## config.mk

```make
export PLATFORM = sky130hd
export DESIGN_NAME = map_port_arbiter
export DESIGN_NICKNAME = d
export VERILOG_FILES = /design/src/rtl/map_port_arbiter.sv
export SDC_FILE = /design/constraint.sdc
export NUM_CORES = 1
export LEC_CHECK = 0
export BUFFER_PORTS_ARGS = -buffer_cell sky130_fd_sc_hd__buf_4
export CORE_AREA = 3 3 78 80
export CTS_CLUSTER_DIAMETER = 50
export DETAILED_ROUTE_END_ITERATION = 12
export DIE_AREA = 0 0 81 83
export PLACE_DENSITY = 0.77
export SYNTH_ARGS = -nofsm -noshare
export SYNTH_HDL_FRONTEND = slang
export SYNTH_SLANG_ARGS = --single-unit
```

## constraint.sdc

```tcl
create_clock -name clk -period 2.6 [get_ports clk]
set_input_delay 0 -clock clk [delete_from_list [all_inputs] [get_ports clk]]
set_output_delay 0 -clock clk [all_outputs]
set_load 0.01 [all_outputs]
```

## src/rtl/map_port_arbiter.sv

```systemverilog
// map_port_arbiter: shares the tile-map BRAM read port among NREQ requesters with bounded locked bursts.
// Define MAP_ARB_RR_EN for round-robin selection; default build is fixed priority (renderer first).
module map_port_arbiter #(
  parameter int NREQ     = 3,
  parameter int ADDR_W   = 19,
  parameter int DATA_W   = 16,
  parameter int READ_LAT = 1,
  parameter int LOCK_MAX = 16
) (
  input  logic                   clk,
  input  logic                   sys_rst,
  input  logic [NREQ-1:0]        req,
  input  logic [NREQ-1:0]        lock,
  input  logic [NREQ*ADDR_W-1:0] addr_in,
  output logic [NREQ-1:0]        ack,
  output logic [NREQ-1:0]        rvalid,
  output logic [DATA_W-1:0]      rdata,
  output logic [ADDR_W-1:0]      bram_addr,
  input  logic [DATA_W-1:0]      bram_data
);
  localparam int IDX_W = (NREQ > 1) ? $clog2(NREQ) : 1;
  localparam int CNT_W = $clog2(LOCK_MAX + 1);
  localparam logic [CNT_W-1:0] CNT_MAX = CNT_W'(LOCK_MAX);

  typedef enum logic {S_IDLE, S_LOCKED} state_t;

  state_t           r_state, w_state_nxt;
  logic [IDX_W-1:0] r_owner, w_owner_nxt;
  logic [CNT_W-1:0] r_cnt, w_cnt_nxt;
  logic [NREQ-1:0]  w_owner_oh, w_mask, w_grant;
  logic             w_hold, w_pick_any, w_any;
  logic [IDX_W-1:0] w_pick_idx, w_win;

  logic             r_vld_p [READ_LAT+1];
  logic [IDX_W-1:0] r_id_p  [READ_LAT+1];

  // A forced release hands the cycle to anyone else who is waiting
  always_comb begin
    w_owner_oh = NREQ'(1) << r_owner;
    w_hold     = (r_state == S_LOCKED) && req[r_owner] && (r_cnt < CNT_MAX);
    w_mask     = req;
    if ((r_state == S_LOCKED) && (r_cnt == CNT_MAX) && ((req & ~w_owner_oh) != '0))
      w_mask = req & ~w_owner_oh;
  end

`ifdef MAP_ARB_RR_EN
  localparam int SUM_W = IDX_W + 1;
  logic [IDX_W-1:0] r_rr_ptr;
  logic [SUM_W-1:0] w_sum;

  always_comb begin
    w_pick_any = 1'b0;
    w_pick_idx = '0;
    w_sum      = '0;
    for (int off = NREQ - 1; off >= 0; off--) begin
      w_sum = {1'b0, r_rr_ptr} + SUM_W'(off);
      if (w_sum >= SUM_W'(NREQ))
        w_sum = w_sum - SUM_W'(NREQ);
      if (w_mask[w_sum[IDX_W-1:0]]) begin
        w_pick_any = 1'b1;
        w_pick_idx = w_sum[IDX_W-1:0];
      end
    end
  end

  always_ff @(posedge clk) begin
    if (sys_rst)
      r_rr_ptr <= '0;
    else if (w_any)
      r_rr_ptr <= (w_win == IDX_W'(NREQ - 1)) ? '0 : w_win + IDX_W'(1);
  end
`else
  always_comb begin
    w_pick_any = 1'b0;
    w_pick_idx = '0;
    for (int i = NREQ - 1; i >= 0; i--) begin
      if (w_mask[i]) begin
        w_pick_any = 1'b1;
        w_pick_idx = IDX_W'(i);
      end
    end
  end
`endif

  always_comb begin
    w_any       = w_hold | w_pick_any;
    w_win       = w_hold ? r_owner : w_pick_idx;
    w_grant     = w_any ? (NREQ'(1) << w_win) : '0;
    w_state_nxt = S_IDLE;
    w_owner_nxt = r_owner;
    w_cnt_nxt   = '0;
    if (w_hold) begin
      if (lock[r_owner]) begin
        w_state_nxt = S_LOCKED;
        w_cnt_nxt   = r_cnt + CNT_W'(1);
      end
    end else if (w_pick_any && lock[w_pick_idx]) begin
      w_state_nxt = S_LOCKED;
      w_owner_nxt = w_pick_idx;
      w_cnt_nxt   = CNT_W'(1);
    end
  end

  assign ack = sys_rst ? '0 : w_grant;

  // Issue stage: address register plus id pipeline aligned to the RAM latency
  always_ff @(posedge clk) begin
    if (sys_rst) begin
      r_state   <= S_IDLE;
      r_owner   <= '0;
      r_cnt     <= '0;
      rvalid    <= '0;
      rdata     <= '0;
      bram_addr <= '0;
      for (int j = 0; j <= READ_LAT; j++) begin
        r_vld_p[j] <= 1'b0;
        r_id_p[j]  <= '0;
      end
    end else begin
      r_state <= w_state_nxt;
      r_owner <= w_owner_nxt;
      r_cnt   <= w_cnt_nxt;
      if (w_any)
        bram_addr <= addr_in[w_win*ADDR_W +: ADDR_W];
      r_vld_p[0] <= w_any;
      r_id_p[0]  <= w_win;
      for (int j = 1; j <= READ_LAT; j++) begin
        r_vld_p[j] <= r_vld_p[j-1];
        r_id_p[j]  <= r_id_p[j-1];
      end
      // Return stage
      rvalid <= r_vld_p[READ_LAT] ? (NREQ'(1) << r_id_p[READ_LAT]) : '0;
      if (r_vld_p[READ_LAT])
        rdata <= bram_data;
    end
  end
endmodule
```

==> flow_metrics.tcl <==
set metrics [dict create \
    outcome "complete, no violations" \
    power.leakage_nw 1.72 \
    drt_drc_violations_left 0 \
    async_flop_share_pct 0 \
    critPathLaunchType "register" \
    ys_types 45 \
    hold_class "in -> reg" \
    root_buffer "clkbuf_8" \
    ys_top_cells_by_area "dfxtp_1, mux2i_1, a221o_1" \
    clock-sinks 52 \
    path_clk_slew_ns 0.09 \
    synth_seq_cells 52 \
    hold_end "r_owner[0]$_SDFFE_PP0P_" \
    min_period_over_period_pct 88.4 \
    r2r_start "r_cnt[0]$_SDFF_PP0_" \
    place_ws_ns 0.321 \
    post-route-min-period_ns 2.30 \
    syn_avg_cell_area_um2 9.79 \
    viasPerCell 5.12 \
    multiInputGateArea_um2 1260 \
    fin_tns_setup_ns 0 \
    yosysTopAreaCell "dfxtp_1" \
    yosysSeqAreaShare_pct 43.2 \
    r2r_setup_slack_ns 0.31 \
    ctsHtreeMaxLevel 2 \
    overflow 0 \
    hp-start "lock[1]" \
    worst_ep_arrival_time_ns 2.30 \
    relSlewSlack_pct 59.3 \
    drive_above_1_share_pct 36.0 \
    wirelength_um 6920 \
    synth_warnings 0 \
    yosysMostFrequentCell "dfxtp_1" \
    area_growth_syn_to_layout_pct 59.6 \
    whs_path_depth 3 \
    coreArea_um2 5470 \
    clock_skew_ns 0.00490 \
    dp.final_hpwl_um 4810 \
    critPathKind "reg -> out" \
    synthCells 246 \
    drt_iter0_drc 98 \
    p_per_area_nw_per_um2 493 \
    synthFlopType "dfxtp_1" \
    row_count 27 \
    clock_latency_ns 0.30 \
    regArea_um2 1040 \
    cts_buffers 5 \
    grt_pass1_vias 2492 \
    die_h_um 83 \
    hold_viol_final 0 \
    endpoint_kind "output port" \
    utilization_pct 70.2 \
    ant_nets 0 \
    rsz0062_at_grt "no" \
    antenna_cells 0 \
    start_util_pct 44.0 \
    drv_slew 0 \
    synth_edf_count 0 \
    port_buffers 121 \
    worst_pin_slew_ns 0.605 \
    finalSetupViolCount 0 \
    synth_area_um2 2410 \
    cts_tree "built" \
    firstDrtPassIters 4 \
    antenna_found_initial 0 \
    grt_max_degree 25 \
    critPathMaxFanout 20 \
    wl_per_cell_um 14.7 \
    clockBufferDepth 2 \
    place_congestion 0.915 \
    die_w_um 81 \
    drv_cap 0 \
    place_area_um2 3370 \
    design.portCount 122 \
    setup_slack_ns 0.301 \
    synth_common_cells "dfxtp_1, nor2_1, mux2i_1" \
    max_freq_mhz 435 \
    synth.top_cell.area_share_pct 43.2 \
    fill_cells 431 \
    rr_endpoint "bram_addr[4]$_SDFFE_PP0N_" \
    fin_area_um2 3840 \
    via_count 2416 \
    grt_pass1_wl_um 10900 \
    ff2ff_path_depth 9 \
    ir_worst_vdd_mv 0.342 \
    synth_fp_nets 329 \
    grt.total_usage_pct 20.2 \
    required_ns 2.60 \
    die_area_um2 6720 \
    postCtsResizedCells 0 \
    final_nets 482 \
]
[report_power, final]
group	switching, mW	internal [mW]	leakage, nW	total (mW)
Clock	0.258	0.315	0.0614	0.573
Sequential	0.0332	0.848	0.427	0.881
Combinational	0.183	0.258	1.23	0.441
[repair_timing]
action                                 4_1_cts  5_1_grt
hold buffers                                35        0
endpoints found under the hold margin       35        0
setup buffers                                0        0
[state kept, by name, indices dropped and copies added (netlist names)]
| name | flops |
|---|---|
| r_cnt | 5 |
| rvalid | 3 |
| r_id_p | 4 |
| r_owner | 2 |
| bram_addr | 19 |
| r_state | 1 |
| r_vld_p | 2 |
| rdata | 16 |
[layout by cell type (no fill, tap or decap), drive strengths merged, types with 4 or more instances in the layout]
| cell | netlist | routed |
|---|---|---|
| dfxtp | 52 | 52 |
| nand2 | 5 | 5 |
| mux2i | 36 | 36 |
| o21ai | 6 | 6 |
| nor2b | 6 | 6 |
| nand3 | 4 | 4 |
| nor2 | 46 | 46 |
| dlygate4sd3 | 0 | 35 |
| inv | 8 | 8 |
| nand2b | 6 | 6 |
| clkbuf | 6 | 6 |
| a221o | 19 | 19 |
| buf | 10 | 127 |
[how the worst max path moves through the flow]
stage | from | endpoint | slack (ns) | cells past startpoint
2_1_floorplan | r_cnt[0]$_SDFF_PP0_ | bram_addr[10]$_SDFFE_PP0N_ | 0.47 | 9
3_3_place_gp | r_cnt[0]$_SDFF_PP0_ | bram_addr[0]$_SDFFE_PP0N_ | 0.38 | 9
3_5_place_dp | r_cnt[0]$_SDFF_PP0_ | bram_addr[4]$_SDFFE_PP0N_ | 0.32 | 9
4_1_cts | r_owner[1]$_SDFFE_PP0P_ | ack[2] | 0.30 | 7
5_1_grt | r_cnt[0]$_SDFF_PP0_ | bram_addr[18]$_SDFFE_PP0N_ | 0.16 | 9
6_report | r_owner[1]$_SDFFE_PP0P_ | ack[2] | 0.30 | 7
[metrics by stage]
step | std cells | hold slack, ns | power, mW
2_1_floorplan | 246 | 0.139 | 1.10
5_1_grt | 472 | 0.0250 | 1.98
3_5_place_dp | 429 | 0.228 | 1.29
3_3_place_gp | 429 | 0.222 | 1.28
4_1_cts | 472 | 0.00849 | 1.91
6_report | 472 | 0.0157 | 1.90
[kinds of logic after synthesis]
family / after synthesis / synth area share [%]
XOR/XNOR: 3 / 1.09
AO/OA/AOI/OAI: 43 / 15.8
buffers and inverters: 24 / 5.15
AND/OR/NAND/NOR: 85 / 18.2
adder cells (fa/ha/maj): 2 / 1.04
flip-flops: 52 / 43.2
multiplexers: 37 / 15.4
[critical path: stages (launching register included)]
cell,delay (ns)
dfxtp_1,0.44
nand2b_1,0.23
a21o_1,0.23
nor2_1,0.37
nand3_1,0.18
o31ai_2,0.09
buf_4,0.28
buf_4,0.17
[final cells by class]
class / count / share of cell area [%]
timing repair buffer: 162 / 33.9
clock buffer: 6 / 2.15
tap: 72 / 2.34
multi-input combinational: 170 / 32.7
inverter: 8 / 0.782
sequential: 52 / 27.1
clock inverter: 2 / 1.01
[per-layer routing]
layer	GRT usage, %	part of all wire [%]	up-vias
met5	0	0	-
met4	6.14	1.6	0
met3	4.88	8.1	13
met2	38.2	52	92
met1	21.2	38	1115
li1	-	-	1196
(Power assumes the default switching activity.)
